<file path="src/rtl/fetch_pkg.sv">
// Shared types and constants for the instruction fetch stage.
package fetch_pkg;

    typedef enum logic [1:0] {
        IDLE  = 2'd0,
        FETCH = 2'd1,
        EXEC  = 2'd2
    } fetch_state_t;

    localparam logic [5:0]  OP_RTYPE = 6'h00;
    localparam logic [5:0]  OP_J     = 6'h02;
    localparam logic [5:0]  OP_BEQ   = 6'h04;

    localparam logic [31:0] FETCH_RESET_PC = 32'h0000_0000;

endpackage

</file>
<file path="src/rtl/fetch_unit_next_pc_logic.sv">
// Combinational next-PC selection: sequential, branch-relative or jump-absolute.
module next_pc_logic #(
    parameter int unsigned N = 32
) (
    input  logic [N-1:0] pc,
    input  logic [31:0]  instr,
    input  logic         pcsrc,
    input  logic         jump,
    output logic [N-1:0] pcplus4,
    output logic [N-1:0] next_pc
);

    logic [N-1:0] w_br_offset;
    logic [N-1:0] w_jump_target;
    logic         w_unused_opfield;

    assign pcplus4     = pc + N'(4);
    assign w_br_offset = {{(N-18){instr[15]}}, instr[15:0], 2'b00};

    // Jump keeps the upper region bits of pc+4; a 28-bit PC has no region bits.
    if (N > 28) begin : g_region
        assign w_jump_target = {pcplus4[N-1:28], instr[25:0], 2'b00};
    end else begin : g_noregion
        assign w_jump_target = {instr[25:0], 2'b00};
    end

    assign w_unused_opfield = ^instr[31:26];

    always_comb begin
        next_pc = pcplus4;
        if (jump) begin
            next_pc = w_jump_target;
        end else if (pcsrc) begin
            next_pc = pcplus4 + w_br_offset;
        end
    end

endmodule

</file>
<file path="src/rtl/fetch_unit.sv">
// Instruction fetch stage: PC register, wait-state memory handshake, instruction latch.
// Optional FETCH_PERF_EN adds retired_count / wait_count performance counters.
module fetch_unit
    import fetch_pkg::*;
#(
    parameter int unsigned    N        = 32,
    parameter logic [N-1:0]   RESET_PC = N'(FETCH_RESET_PC)
) (
    input  logic         clk,
    input  logic         reset,
    output logic         imem_req,
    output logic [N-1:0] imem_addr,
    input  logic [31:0]  imem_rdata,
    input  logic         imem_ready,
    input  logic         stall,
    input  logic         pcsrc,
    input  logic         jump,
    output logic [31:0]  instr,
    output logic [5:0]   op,
    output logic [5:0]   funct,
    output logic         instr_valid,
    output logic [N-1:0] pc,
    output logic [N-1:0] pcplus4
`ifdef FETCH_PERF_EN
    ,
    output logic [31:0]  retired_count,
    output logic [31:0]  wait_count
`endif
);

    fetch_state_t r_state;
    fetch_state_t w_state_nxt;
    logic [N-1:0] r_pc;
    logic [31:0]  r_instr;
    logic [N-1:0] w_next_pc;
    logic [N-1:0] w_pcplus4;
    logic         w_latch;
    logic         w_retire;

    next_pc_logic #(
        .N(N)
    ) u_next_pc (
        .pc      (r_pc),
        .instr   (r_instr),
        .pcsrc   (pcsrc),
        .jump    (jump),
        .pcplus4 (w_pcplus4),
        .next_pc (w_next_pc)
    );

    // imem_req and instr_valid decode straight from state so reset drops them at once.
    always_comb begin
        w_state_nxt = r_state;
        w_latch     = 1'b0;
        w_retire    = 1'b0;
        imem_req    = 1'b0;
        instr_valid = 1'b0;
        case (r_state)
            IDLE: begin
                w_state_nxt = FETCH;
            end
            FETCH: begin
                imem_req = 1'b1;
                if (imem_ready) begin
                    w_latch     = 1'b1;
                    w_state_nxt = EXEC;
                end
            end
            EXEC: begin
                instr_valid = 1'b1;
                if (!stall) begin
                    w_retire    = 1'b1;
                    w_state_nxt = FETCH;
                end
            end
            default: begin
                w_state_nxt = IDLE;
            end
        endcase
    end

    always_ff @(posedge clk or posedge reset) begin
        if (reset) begin
            r_state <= IDLE;
            r_pc    <= RESET_PC;
            r_instr <= '0;
        end else begin
            r_state <= w_state_nxt;
            if (w_latch) begin
                r_instr <= imem_rdata;
            end
            if (w_retire) begin
                r_pc <= w_next_pc;
            end
        end
    end

`ifdef FETCH_PERF_EN
    logic [31:0] r_retired_count;
    logic [31:0] r_wait_count;

    always_ff @(posedge clk or posedge reset) begin
        if (reset) begin
            r_retired_count <= '0;
            r_wait_count    <= '0;
        end else begin
            if (w_retire) begin
                r_retired_count <= r_retired_count + 32'd1;
            end
            if (imem_req && !imem_ready) begin
                r_wait_count <= r_wait_count + 32'd1;
            end
        end
    end

    assign retired_count = r_retired_count;
    assign wait_count    = r_wait_count;
`endif

    assign imem_addr = r_pc;
    assign pc        = r_pc;
    assign pcplus4   = w_pcplus4;
    assign instr     = r_instr;
    assign op        = r_instr[31:26];
    assign funct     = r_instr[5:0];

endmodule

</file>
<file path="config.mk">
export PLATFORM = sky130hd
export DESIGN_NAME = fetch_unit
export DESIGN_NICKNAME = d
export VERILOG_FILES = /design/src/rtl/fetch_pkg.sv /design/src/rtl/fetch_unit_next_pc_logic.sv /design/src/rtl/fetch_unit.sv
export SDC_FILE = /design/constraint.sdc
export NUM_CORES = 1
export LEC_CHECK = 0
export ABC_AREA = 1
export CAP_MARGIN = 40
export CORE_MARGIN = 1.5
export CORE_UTILIZATION = 46
export CTS_BUF_LIST = sky130_fd_sc_hd__clkbuf_4
export DETAILED_ROUTE_END_ITERATION = 12
export PLACE_DENSITY = 0.8
export SYNTH_ARGS = -nofsm -noshare
export SYNTH_HDL_FRONTEND = slang
export SYNTH_SLANG_ARGS = --single-unit
</file>
<file path="constraint.sdc">
create_clock -name clk -period 2.6 [get_ports clk]
set_clock_uncertainty 0.2 [all_clocks]
set_input_delay 0.39 -clock clk [delete_from_list [all_inputs] [get_ports clk]]
set_output_delay 0.39 -clock clk [all_outputs]
set_load 0.03 [all_outputs]
</file>
==> results of run 1 <==
metrics by stage:
step                 util  area [um^2]  hold slack (ns)
floorplan               -         6770            0.252
global placement    0.723         9990            0.278
detailed placement  0.723         9990            0.288
CTS                 0.813        11200           0.0252
what timing repair did:
item	CTS
setup endpoints to repair	54
buffers inserted	38
pin swaps	52
resized for setup	258
metal layers:
metal  GRT usage  GRT overflow
met1       0.734             0
met2       0.898             3
met3       0.562             0
met4       0.669             2
met5       0.201             0
synthesized netlist by cell type (all sizes together):
cell,number
fa,1
a21boi,13
nand3b,2
o221ai,1
o22ai,1
clkbuf,9
or2,2
mux2,30
nor2,77
and2,3
a21oi,56
nand4,13
nand3,70
nor3,11
dfrtp,64
o21a,1
and3,2
a22oi,2
ha,36
o31ai,1
nor4,1
o21bai,5
o21ai,32
conb,1
o211ai,5
buf,57
xnor2,1
a2bb2oi,1
nand2,324
inv,169
xor2,15
a32oi,2
logic make-up after synthesis:
group,after synthesis,share of synthesized area
AOI/OAI and AO/OA,120,0.106
xor gates and xnor gates,16,0.0217
adders and majority gates,37,0.0727
buffers and inverters,235,0.167
DFF,64,0.248
muxes,30,0.0522
other,1,0.000580
and+or+nand+nor,505,0.333
==> results.tsv, run 1 <==
stage	metric	value	unit
timing	worst-ep-kind	register data pin	
logic_synthesis	yosysSeqAreaShare	0.248	
placement	place_inst	1497	
floorplan	die_w	122	um
logic_synthesis	synthTopCellsByArea	dfrtp_1, nand2_1, inv_1, ha_1, buf_4	
floorplan	rows	43	
outcome	stop_stage	5_1_grt	
cts	postCtsHoldBufs	0	
logic_synthesis	synthCells	1008	
grt	antenna_found_initial	4	
cts	cts-htree-levels	3	
floorplan	ios	180	
logic_synthesis	synth_area	0.00647	mm^2
floorplan	initial_core_util	0.468	
floorplan	fp.dieH	122	um
cts	numCtsBuffers	9	
logic_synthesis	synth_top_area_share	0.248	
outcome	outcome	did not finish	
outcome	stop_error	[ERROR GRT-0232] Routing congestion too high. Check the congestion heatmap in the GUI.	
placement	globalplace.congestion	0.968	
grt	grt_max_degree	46	
logic_synthesis	ys_seq_elements	64	
logic_synthesis	yosys_warnings	0	
timing	crit_endpoint	imem_addr[27]$_DFFE_PP0P_/D	
placement	place_worst_setup_slack	-0.622	ns
placement	io_buffers	173	
grt	grt-ovfl-total	5	
logic_synthesis	synth_area_leader_cell	dfrtp_1	
logic_synthesis	ys_types	44	
cts	clockBufferDepth	2	
grt	grt_use_total	0.720	
placement	dp.final_hpwl	20300	um
logic_synthesis	syn_area_per_cell	6.42	um^2
cts	cts-root-buf	clkbuf_4	
cts	cts.sinks	64	
==> inputs of run 2 (changes only) <==
--- a/config.mk
+++ b/config.mk
@@ -8,10 +8,9 @@
 export ABC_AREA = 1
 export CAP_MARGIN = 40
 export CORE_MARGIN = 1.5
-export CORE_UTILIZATION = 46
-export CTS_BUF_LIST = sky130_fd_sc_hd__clkbuf_4
+export CORE_UTILIZATION = 40
 export DETAILED_ROUTE_END_ITERATION = 12
-export PLACE_DENSITY = 0.8
+export PLACE_DENSITY_LB_ADDON = 0.15
 export SYNTH_ARGS = -nofsm -noshare
 export SYNTH_HDL_FRONTEND = slang
 export SYNTH_SLANG_ARGS = --single-unit
==> constraint.sdc (replaced) <==
create_clock -name clk -period 3.4 [get_ports clk]
set_clock_uncertainty 0.2 [all_clocks]
set_input_delay 0.51 -clock clk [delete_from_list [all_inputs] [get_ports clk]]
set_output_delay 0.51 -clock clk [all_outputs]
set_load 0.03 [all_outputs]
==> results.tsv, run 2 <==
stage	metric	value	unit
drt	drt_first_pass_iters	6	
logic_synthesis	synth_area_leader_cell	dfrtp_1	
finish	nNetsFinal	1254	
timing	rsz0062_at_grt	yes	
logic_synthesis	synthCells	1008	
floorplan	initial_core_util	0.409	
worst_setup_path	cp.arrival	2.56	ns
timing	slew_headroom	0.558	
drt	wl_met2	10300	um
finish	final_common_cell	nand2_1	
min_path	hp-class	flop to flop	
finish	drive_above_1_share	0.129	
cts	postCtsHoldBufs	0	
timing	setup_viol	0	
floorplan	ios	180	
logic_synthesis	syn_area_per_cell	6.42	um^2
cts	cts.sinks	64	
timing	fmax	306	MHz
timing	worst_pin_slew	0.662	ns
finish	final_area	0.00881	mm^2
drt	topRoutingLayerUsed	met4	
timing	period_minus_slack	3.27	ns
grt	grt_max_degree	30	
timing	hold_viol	0	
worst_setup_path	crit_type	flop to output port	
floorplan	dieArea	0.0169	mm^2
floorplan	die_w	130	um
logic_synthesis	synthTopCellsByArea	dfrtp_1, nand2_1, inv_1, ha_1, buf_4	
drt	drc	0	
cts	numCtsBuffers	9	
worst_setup_path	ff2ff_setup_slack	0.18	ns
cts	clk_pin_slew	0.06	ns
placement	globalplace.congestion	0.999	
worst_setup_path	start_kind	flop	
floorplan	fp.dieH	130	um
worst_setup_path	cp-end-kind	output port	
logic_synthesis	synth_common_cells	nand2_1, inv_1, nor2_1, nand3_1, dfrtp_1	
worst_setup_path	cp.required	2.69	ns
cts	clockBufferDepth	2	
logic_synthesis	ys_seq_elements	64	
floorplan	rows	46	
grt	antenna_found_initial	0	
finish	fin_util	0.557	
logic_synthesis	ys_async_sr_fraction	1.00	
drt	drt-total-wl	23000	um
cts	cts-htree-levels	3	
logic_synthesis	ys_types	44	
timing	fin_crit_sh	0.961	
drt	vias_per_cell	5.02	
logic_synthesis	yosysSeqAreaShare	0.248	
placement	placed_area	0.00841	mm^2
grt	grt_pass1_wl	35300	um
drt	wl_met3	1770	um
finish	diodes	0	
finish	final_cell_mix	nand2_1, clkdlybuf4s50_1, inv_1	
cts	clk_latency	0.34	ns
worst_setup_path	worstPathMaxFanout	5	
floorplan	fp.coreArea	0.0158	mm^2
drt	dr_total_vias	7029	
logic_synthesis	synth_top_area_share	0.248	
logic_synthesis	synth_edf_count	0	
placement	io_buffers	173	
logic_synthesis	synth_area	0.00647	mm^2
logic_synthesis	synthMostInstantiatedCell	nand2_1	
drt	ant_nets	0	
job	maxCapViolations	0	
timing	slew_violations	0	
drt	drtIter0Drc	608	
cts	cts_tree	yes	
drt	wl_met1	10500	um
grt	grt-ovfl-total	0	
grt	first_global_vias	6482	
outcome	outcome	completed	
grt	grt_use_total	0.275	
finish	syn_to_final_growth	36.3	%
drt	routedWlPerCell	16.4	um
finish	largest_reg_flops	32	
placement	dp.final_hpwl	18400	um
logic_synthesis	ys.flop_type	dfrtp_1	
cts	cts-root-buf	clkbuf_16	
logic_synthesis	yosys_warnings	0	
-- run 2: cell counts after synthesis --
Identical to the previous run, type by type.
-- run 2: path summary, 6_finish.rpt --
| check | from | to | cells past startpoint |
|---|---|---|---|
| max | imem_addr[7] | pcplus4[29] | 10 |
| min | r_state[1] | r_state[0] | 1 |
| max reg2reg | imem_addr[3] | imem_addr[24] | 18 |
| min reg2reg | r_state[1] | r_state[0] | 1 |
| max in group asynchronous | reset | imem_addr[15] | 3 |
| min in group asynchronous | reset | r_state[1] | 2 |
-- run 2: metal layers --
layer  vias to the layer above  global-route usage
met3                        33              0.0508
li1                       3476                   -
met5                         -                   0
met2                       297               0.439
met4                         0              0.0667
met1                      3223               0.383
-- run 2: stage by stage --
step / setup WS, ns / cells / setup TNS (ns) / hold WS, ns
finish: 0.131 / 1400 / 0 / 0.282
global route: -0.0257 / 1400 / -0.0763 / 0.322
CTS: 0.0265 / 1399 / 0 / 0.284
detailed placement: 0.00777 / 1383 / 0 / 0.276
global placement: 0.0297 / 1383 / 0 / 0.274
floorplan: 0.0697 / 1013 / 0 / 0.252
-- run 2: critical path: stages, from the launching register on --
cell             delay, ns
dfrtp_1               0.44
nand2_1               0.15
buf_4                 0.18
nor2_1                0.08
and3_1                0.28
buf_4                 0.16
nand2_1               0.05
nand2_1               0.06
nand2_1               0.07
inv_1                 0.08
clkdlybuf4s50_1       0.67
-- run 2: final cells by class --
type | count | area [um^2]
repair buffers | 221 | 2090
well taps | 216 | 270
clock inverters | 4 | 30.0
flip-flops and latches | 64 | 1610
fillers | 1595 | 7010
clock buffers | 12 | 246
inverters | 169 | 634
multi-input cells | 714 | 3930
-- run 2: kinds of logic after synthesis --
kind of cell               Yosys count  share of synthesized area
and+or+nand+nor                    505                      0.333
buffers and inverters              235                      0.167
AOI/OAI and AO/OA                  120                      0.106
DFF                                 64                      0.248
adders and majority gates           37                     0.0727
muxes                               30                     0.0522
xor gates and xnor gates            16                     0.0217
other                                1                   0.000580
-- run 2: repair_timing --
action	in CTS	in global routing
cloned	0	0
buffers inserted	0	1
gates resized for setup	1	43
pin swaps	0	2
endpoints found under the setup margin	1	25
Power of run 2 is not shown: default switching activity piles up to over one toggle a cycle in this logic, so the estimate is an artifact.
==> inputs of run 3 (changes only) <==
--- a/config.mk
+++ b/config.mk
@@ -10,7 +10,7 @@
 export CORE_MARGIN = 1.5
 export CORE_UTILIZATION = 40
 export DETAILED_ROUTE_END_ITERATION = 12
-export PLACE_DENSITY_LB_ADDON = 0.15
+export PLACE_DENSITY = 0.8
 export SYNTH_ARGS = -nofsm -noshare
 export SYNTH_HDL_FRONTEND = slang
 export SYNTH_SLANG_ARGS = --single-unit
==> results.tsv, run 3 (synthesis gave the netlist of run 2 again) <==
stage	metric	value	unit
drt	dr_total_vias	7265	
worst_setup_path	crit_type	flop to output port	
floorplan	ios	180	
finish	drive_above_1_share	0.141	
drt	drt-total-wl	23500	um
grt	first_global_vias	6778	
finish	syn_to_final_growth	39.2	%
finish	diodes	0	
cts	cts_tree	yes	
finish	multiInputGateArea	0.00402	mm^2
timing	worst_pin_slew	0.715	ns
floorplan	dieArea	0.0169	mm^2
placement	placed_area	0.00845	mm^2
cts	cts-htree-levels	3	
drt	drt_first_pass_iters	9	
finish	final_area	0.00900	mm^2
timing	fin_crit_sh	0.966	
finish	largest_reg_flops	32	
floorplan	die_w	130	um
drt	vias_per_cell	5.17	
worst_setup_path	cp_common_cell	nand2_1	
floorplan	fp.dieH	130	um
worst_setup_path	cp-end-kind	output port	
placement	dp.final_hpwl	18500	um
cts	cts.sinks	64	
timing	hold_viol	0	
outcome	outcome	completed	
drt	routedWlPerCell	16.8	um
cts	postCtsHoldBufs	0	
worst_setup_path	cp.required	2.69	ns
finish	fill_cells	1510	
placement	globalplace.congestion	1.01	
cts	cts-root-buf	clkbuf_16	
finish	final_cell_mix	nand2_1, clkdlybuf4s50_1, inv_1	
grt	grt-ovfl-total	0	
worst_setup_path	max_stage_delay	0.66	ns
worst_setup_path	path_cells	nand2_1 > buf_4 > nor2_4 > nand2_1 > nor2_1 > nand2_1 > nand2_1 > buf_4 > clkdlybuf4s50_1	
floorplan	fp.coreArea	0.0158	mm^2
worst_setup_path	cpMaxStageDelayCell	clkdlybuf4s50_1	
finish	nNetsFinal	1259	
timing	period_minus_slack	3.29	ns
floorplan	initial_core_util	0.409	
grt	grt_max_degree	37	
timing	finalSetupTns	0	ns
drt	ant_nets	0	
drt	drc	0	
worst_setup_path	worstPathMaxFanout	4	
worst_setup_path	cp.arrival	2.58	ns
finish	fin_util	0.569	
timing	fmax	304	MHz
grt	antenna_found_initial	0	
finish	seq_area	0.00160	mm^2
min_path	hp-class	flop to flop	
floorplan	rows	46	
timing	slew_headroom	0.523	
cts	numCtsBuffers	9	
cts	clockBufferDepth	2	
grt	grt_use_total	0.280	
cts	clk_pin_slew	0.06	ns
placement	io_buffers	173	
worst_setup_path	start_kind	flop	
grt	grt_pass1_wl	36000	um
timing	slew_violations	0	
cts	clk_latency	0.34	ns
job	maxCapViolations	0	
timing	setup_viol	0	
finish	final_common_cell	nand2_1	
drt	drtIter0Drc	771	
[run 3: what timing repair did]
action	4_1_cts	5_1_grt
endpoints found under the setup margin	12	24
hold endpoints to repair	0	0
resized for setup	5	53
pin swaps	1	2
buffers inserted	2	2
[run 3: routing by layer]
metal	GRT usage	part of all wire	vias up
li1	-	-	3479
met1	0.368	0.41	3328
met2	0.461	0.46	411
met3	0.0529	0.098	47
met4	0.0954	0.028	0
met5	0	0	-
[run 3: layout make-up]
class / count / share of cell area
repair buffers: 226 / 0.241
clock inverters: 6 / 0.00750
well taps: 216 / 0.0300
flip-flops and latches: 64 / 0.178
inverters: 169 / 0.0704
clock buffers: 10 / 0.0265
multi-input cells: 714 / 0.447
[run 3: worst paths after layout]
kind	slack, ns	from	depth (start not counted)	endpoint
worst max register to register	0.17	imem_addr[15]	20	imem_addr[31]
worst min register to register	0.28	r_state[1]	1	r_state[0]
max in group asynchronous	1.93	reset	3	imem_addr[4]
worst min-delay path	0.28	r_state[1]	1	r_state[0]
worst max-delay path	0.11	imem_addr[15]	9	pcplus4[23]
min in group asynchronous	0.40	reset	2	instr[17]
[run 3: worst max-delay path: cells and delay by family, from the launching register on]
kind	cells	cell delay (ns)
buf+inv	3	0.98
flops	1	0.48
simple gates	6	0.78
[run 3: per-stage QoR]
| stage | std cells | setup slack (ns) | hold WS (ns) |
|---|---|---|---|
| after CTS | 1403 | 0.0237 | 0.281 |
| after global routing | 1405 | -0.0225 | 0.313 |
| after floorplan | 1013 | 0.0697 | 0.252 |
| final | 1405 | 0.115 | 0.278 |
| after detailed placement | 1385 | -0.150 | 0.269 |
| after global placement | 1384 | -0.0295 | 0.265 |
Power of run 3 is left out for the same reason.
==> inputs of run 4 (changes only) <==
--- a/config.mk
+++ b/config.mk
@@ -10,6 +10,7 @@
 export CORE_MARGIN = 1.5
 export CORE_UTILIZATION = 40
 export DETAILED_ROUTE_END_ITERATION = 12
+export GPL_ROUTABILITY_DRIVEN = 0
 export PLACE_DENSITY = 0.8
 export SYNTH_ARGS = -nofsm -noshare
 export SYNTH_HDL_FRONTEND = slang
==> constraint.sdc (replaced) <==
create_clock -name clk -period 3.29 [get_ports clk]
set_clock_uncertainty 0.2 [all_clocks]
set_input_delay 0.4935 -clock clk [delete_from_list [all_inputs] [get_ports clk]]
set_output_delay 0.4935 -clock clk [all_outputs]
set_load 0.03 [all_outputs]
==> results.tsv, run 4 (synthesis gave the netlist of run 2 again) <==
stage	metric	value	unit
drt	vias_per_cell	5.24	
finish	drive_above_1_share	0.155	
timing	fmax	310	MHz
floorplan	fp.dieH	130	um
cts	cts-root-buf	clkbuf_16	
timing	slew_headroom	0.257	
floorplan	rows	46	
worst_setup_path	cp.required	2.60	ns
finish	final_cells	1400	
finish	final_cell_mix	nand2_1, clkdlybuf4s50_1, inv_1	
floorplan	fp.coreArea	0.0158	mm^2
drt	topRoutingLayerUsed	met5	
cts	clk_latency	0.35	ns
cts	clk_pin_slew	0.07	ns
drt	wl_met2	10600	um
outcome	outcome	completed	
worst_setup_path	max_stage_delay	0.72	ns
grt	grt-ovfl-total	0	
worst_setup_path	path_cells	nand2_1 > nor3_2 > nand2_2 > o21ai_0 > and2_1 > clkdlybuf4s50_1	
cts	cts.sinks	64	
drt	drt_first_pass_iters	8	
worst_setup_path	worstPathMaxFanout	5	
worst_setup_path	cp.arrival	2.53	ns
cts	numCtsBuffers	9	
drt	dr_total_vias	7339	
grt	grt_pass1_wl	34900	um
drt	drc	0	
job	maxCapViolations	0	
timing	hold_viol	0	
placement	dp.final_hpwl	17800	um
min_path	hp-class	input pin to asynchronous set/reset pin	
floorplan	die_w	130	um
drt	ant_nets	0	
timing	fin_crit_sh	0.979	
grt	antenna_found_initial	2	
timing	slew_violations	0	
finish	fin_util	0.570	
timing	rsz0062_at_grt	yes	
placement	place_inst	1381	
finish	final_common_cell	nand2_1	
drt	drt-total-wl	23400	um
worst_setup_path	cp-end-kind	output port	
cts	cts-htree-levels	3	
grt	grt_use_total	0.269	
floorplan	dieArea	0.0169	mm^2
worst_setup_path	critPathBufInv	1	
floorplan	initial_core_util	0.409	
cts	cts_tree	yes	
timing	worst_pin_slew	1.11	ns
grt	first_global_vias	6780	
worst_setup_path	cpMaxStageDelayCell	clkdlybuf4s50_1	
worst_setup_path	crit_type	flop to output port	
floorplan	ios	180	
cts	clockBufferDepth	2	
drt	routedWlPerCell	16.7	um
timing	setup_viol	0	
timing	finalSetupTns	0	ns
finish	syn_to_final_growth	39.6	%
finish	nNetsFinal	1253	
timing	period_minus_slack	3.22	ns
worst_setup_path	start_kind	flop	
finish	fill_cells	1425	
drt	drtIter0Drc	738	
drt	wl_met3	2450	um
drt	wl_met1	9070	um
grt	grt_max_degree	36	
finish	largest_reg_flops	32	
worst_setup_path	crit_family	simple AND/OR/NAND/NOR gates	
placement	io_buffers	173	
==> run 4: changes by cell type in the layout (fill, tap and decap cells not counted), moves of 4 or more <==
cell	delta
ha_1	-4
buf_4	-4
nor3_2	+4
dfrtp_1	-4
dfrtp_2	+4
==> run 4: worst reg2reg max path, cell delays in order (launching register included) <==
cell      delay [ns]
dfrtp_2         0.42
nand2_1         0.11
nor3_2          0.24
nand2_2         0.18
inv_2           0.11
nand4_1         0.10
and2_1          0.23
ha_2            0.42
nand2_1         0.07
nand2_1         0.09
inv_1           0.05
nand2_1         0.09
inv_1           0.05
nand2_1         0.10
inv_1           0.07
nand3_1         0.10
nand2_1         0.06
o21bai_1        0.23
a21boi_1        0.10
==> run 4: stage by stage <==
stage          area (um^2)  hold slack, ns  setup WS (ns)
4_1_cts               8730           0.280        0.00297
3_5_place_dp          8400           0.285        -0.0291
5_1_grt               9030           0.330        -0.0466
2_1_floorplan         6500           0.252         0.0116
3_3_place_gp          8400           0.277         0.0544
6_report              9030           0.261         0.0690
==> run 4: timing repair <==
item | in CTS | in global routing
endpoints found under the hold margin | 0 | 0
buffers inserted | 0 | 2
setup endpoints to repair | 5 | 36
pin swaps | 0 | 8
hold buffers | 0 | 0
resized for setup | 5 | 82
==> run 4: area by class of cell <==
cell class,count,area [um^2],area share
Antenna cell,1,2.50,0.000277
Clock buffer,10,239,0.0265
Clock inverter,6,91.3,0.0101
Inverter,169,634,0.0703
Multi-Input combinational cell,714,4090,0.453
Sequential cell,64,1610,0.178
Tap cell,216,270,0.0299
Timing Repair Buffer,220,2090,0.232
==> run 4: worst paths after layout <==
check | end | slack (ns) | from | depth (start not counted)
worst min-delay path | imem_addr[22] | 0.26 | reset | 2
max in group asynchronous | imem_addr[4] | 1.89 | reset | 3
worst min register to register | r_state[0] | 0.29 | r_state[1] | 1
min in group clk | r_state[0] | 0.29 | r_state[1] | 1
worst max-delay path | pcplus4[18] | 0.07 | imem_addr[7] | 6
worst max register to register | imem_addr[19] | 0.13 | imem_addr[7] | 18
==> run 4: layer usage <==
layer,track usage,up-vias
li1,-,3466
met1,0.338,3316
met2,0.438,458
met3,0.0599,97
met4,0.128,2
met5,0,-
Power of run 4 is left out for the same reason.
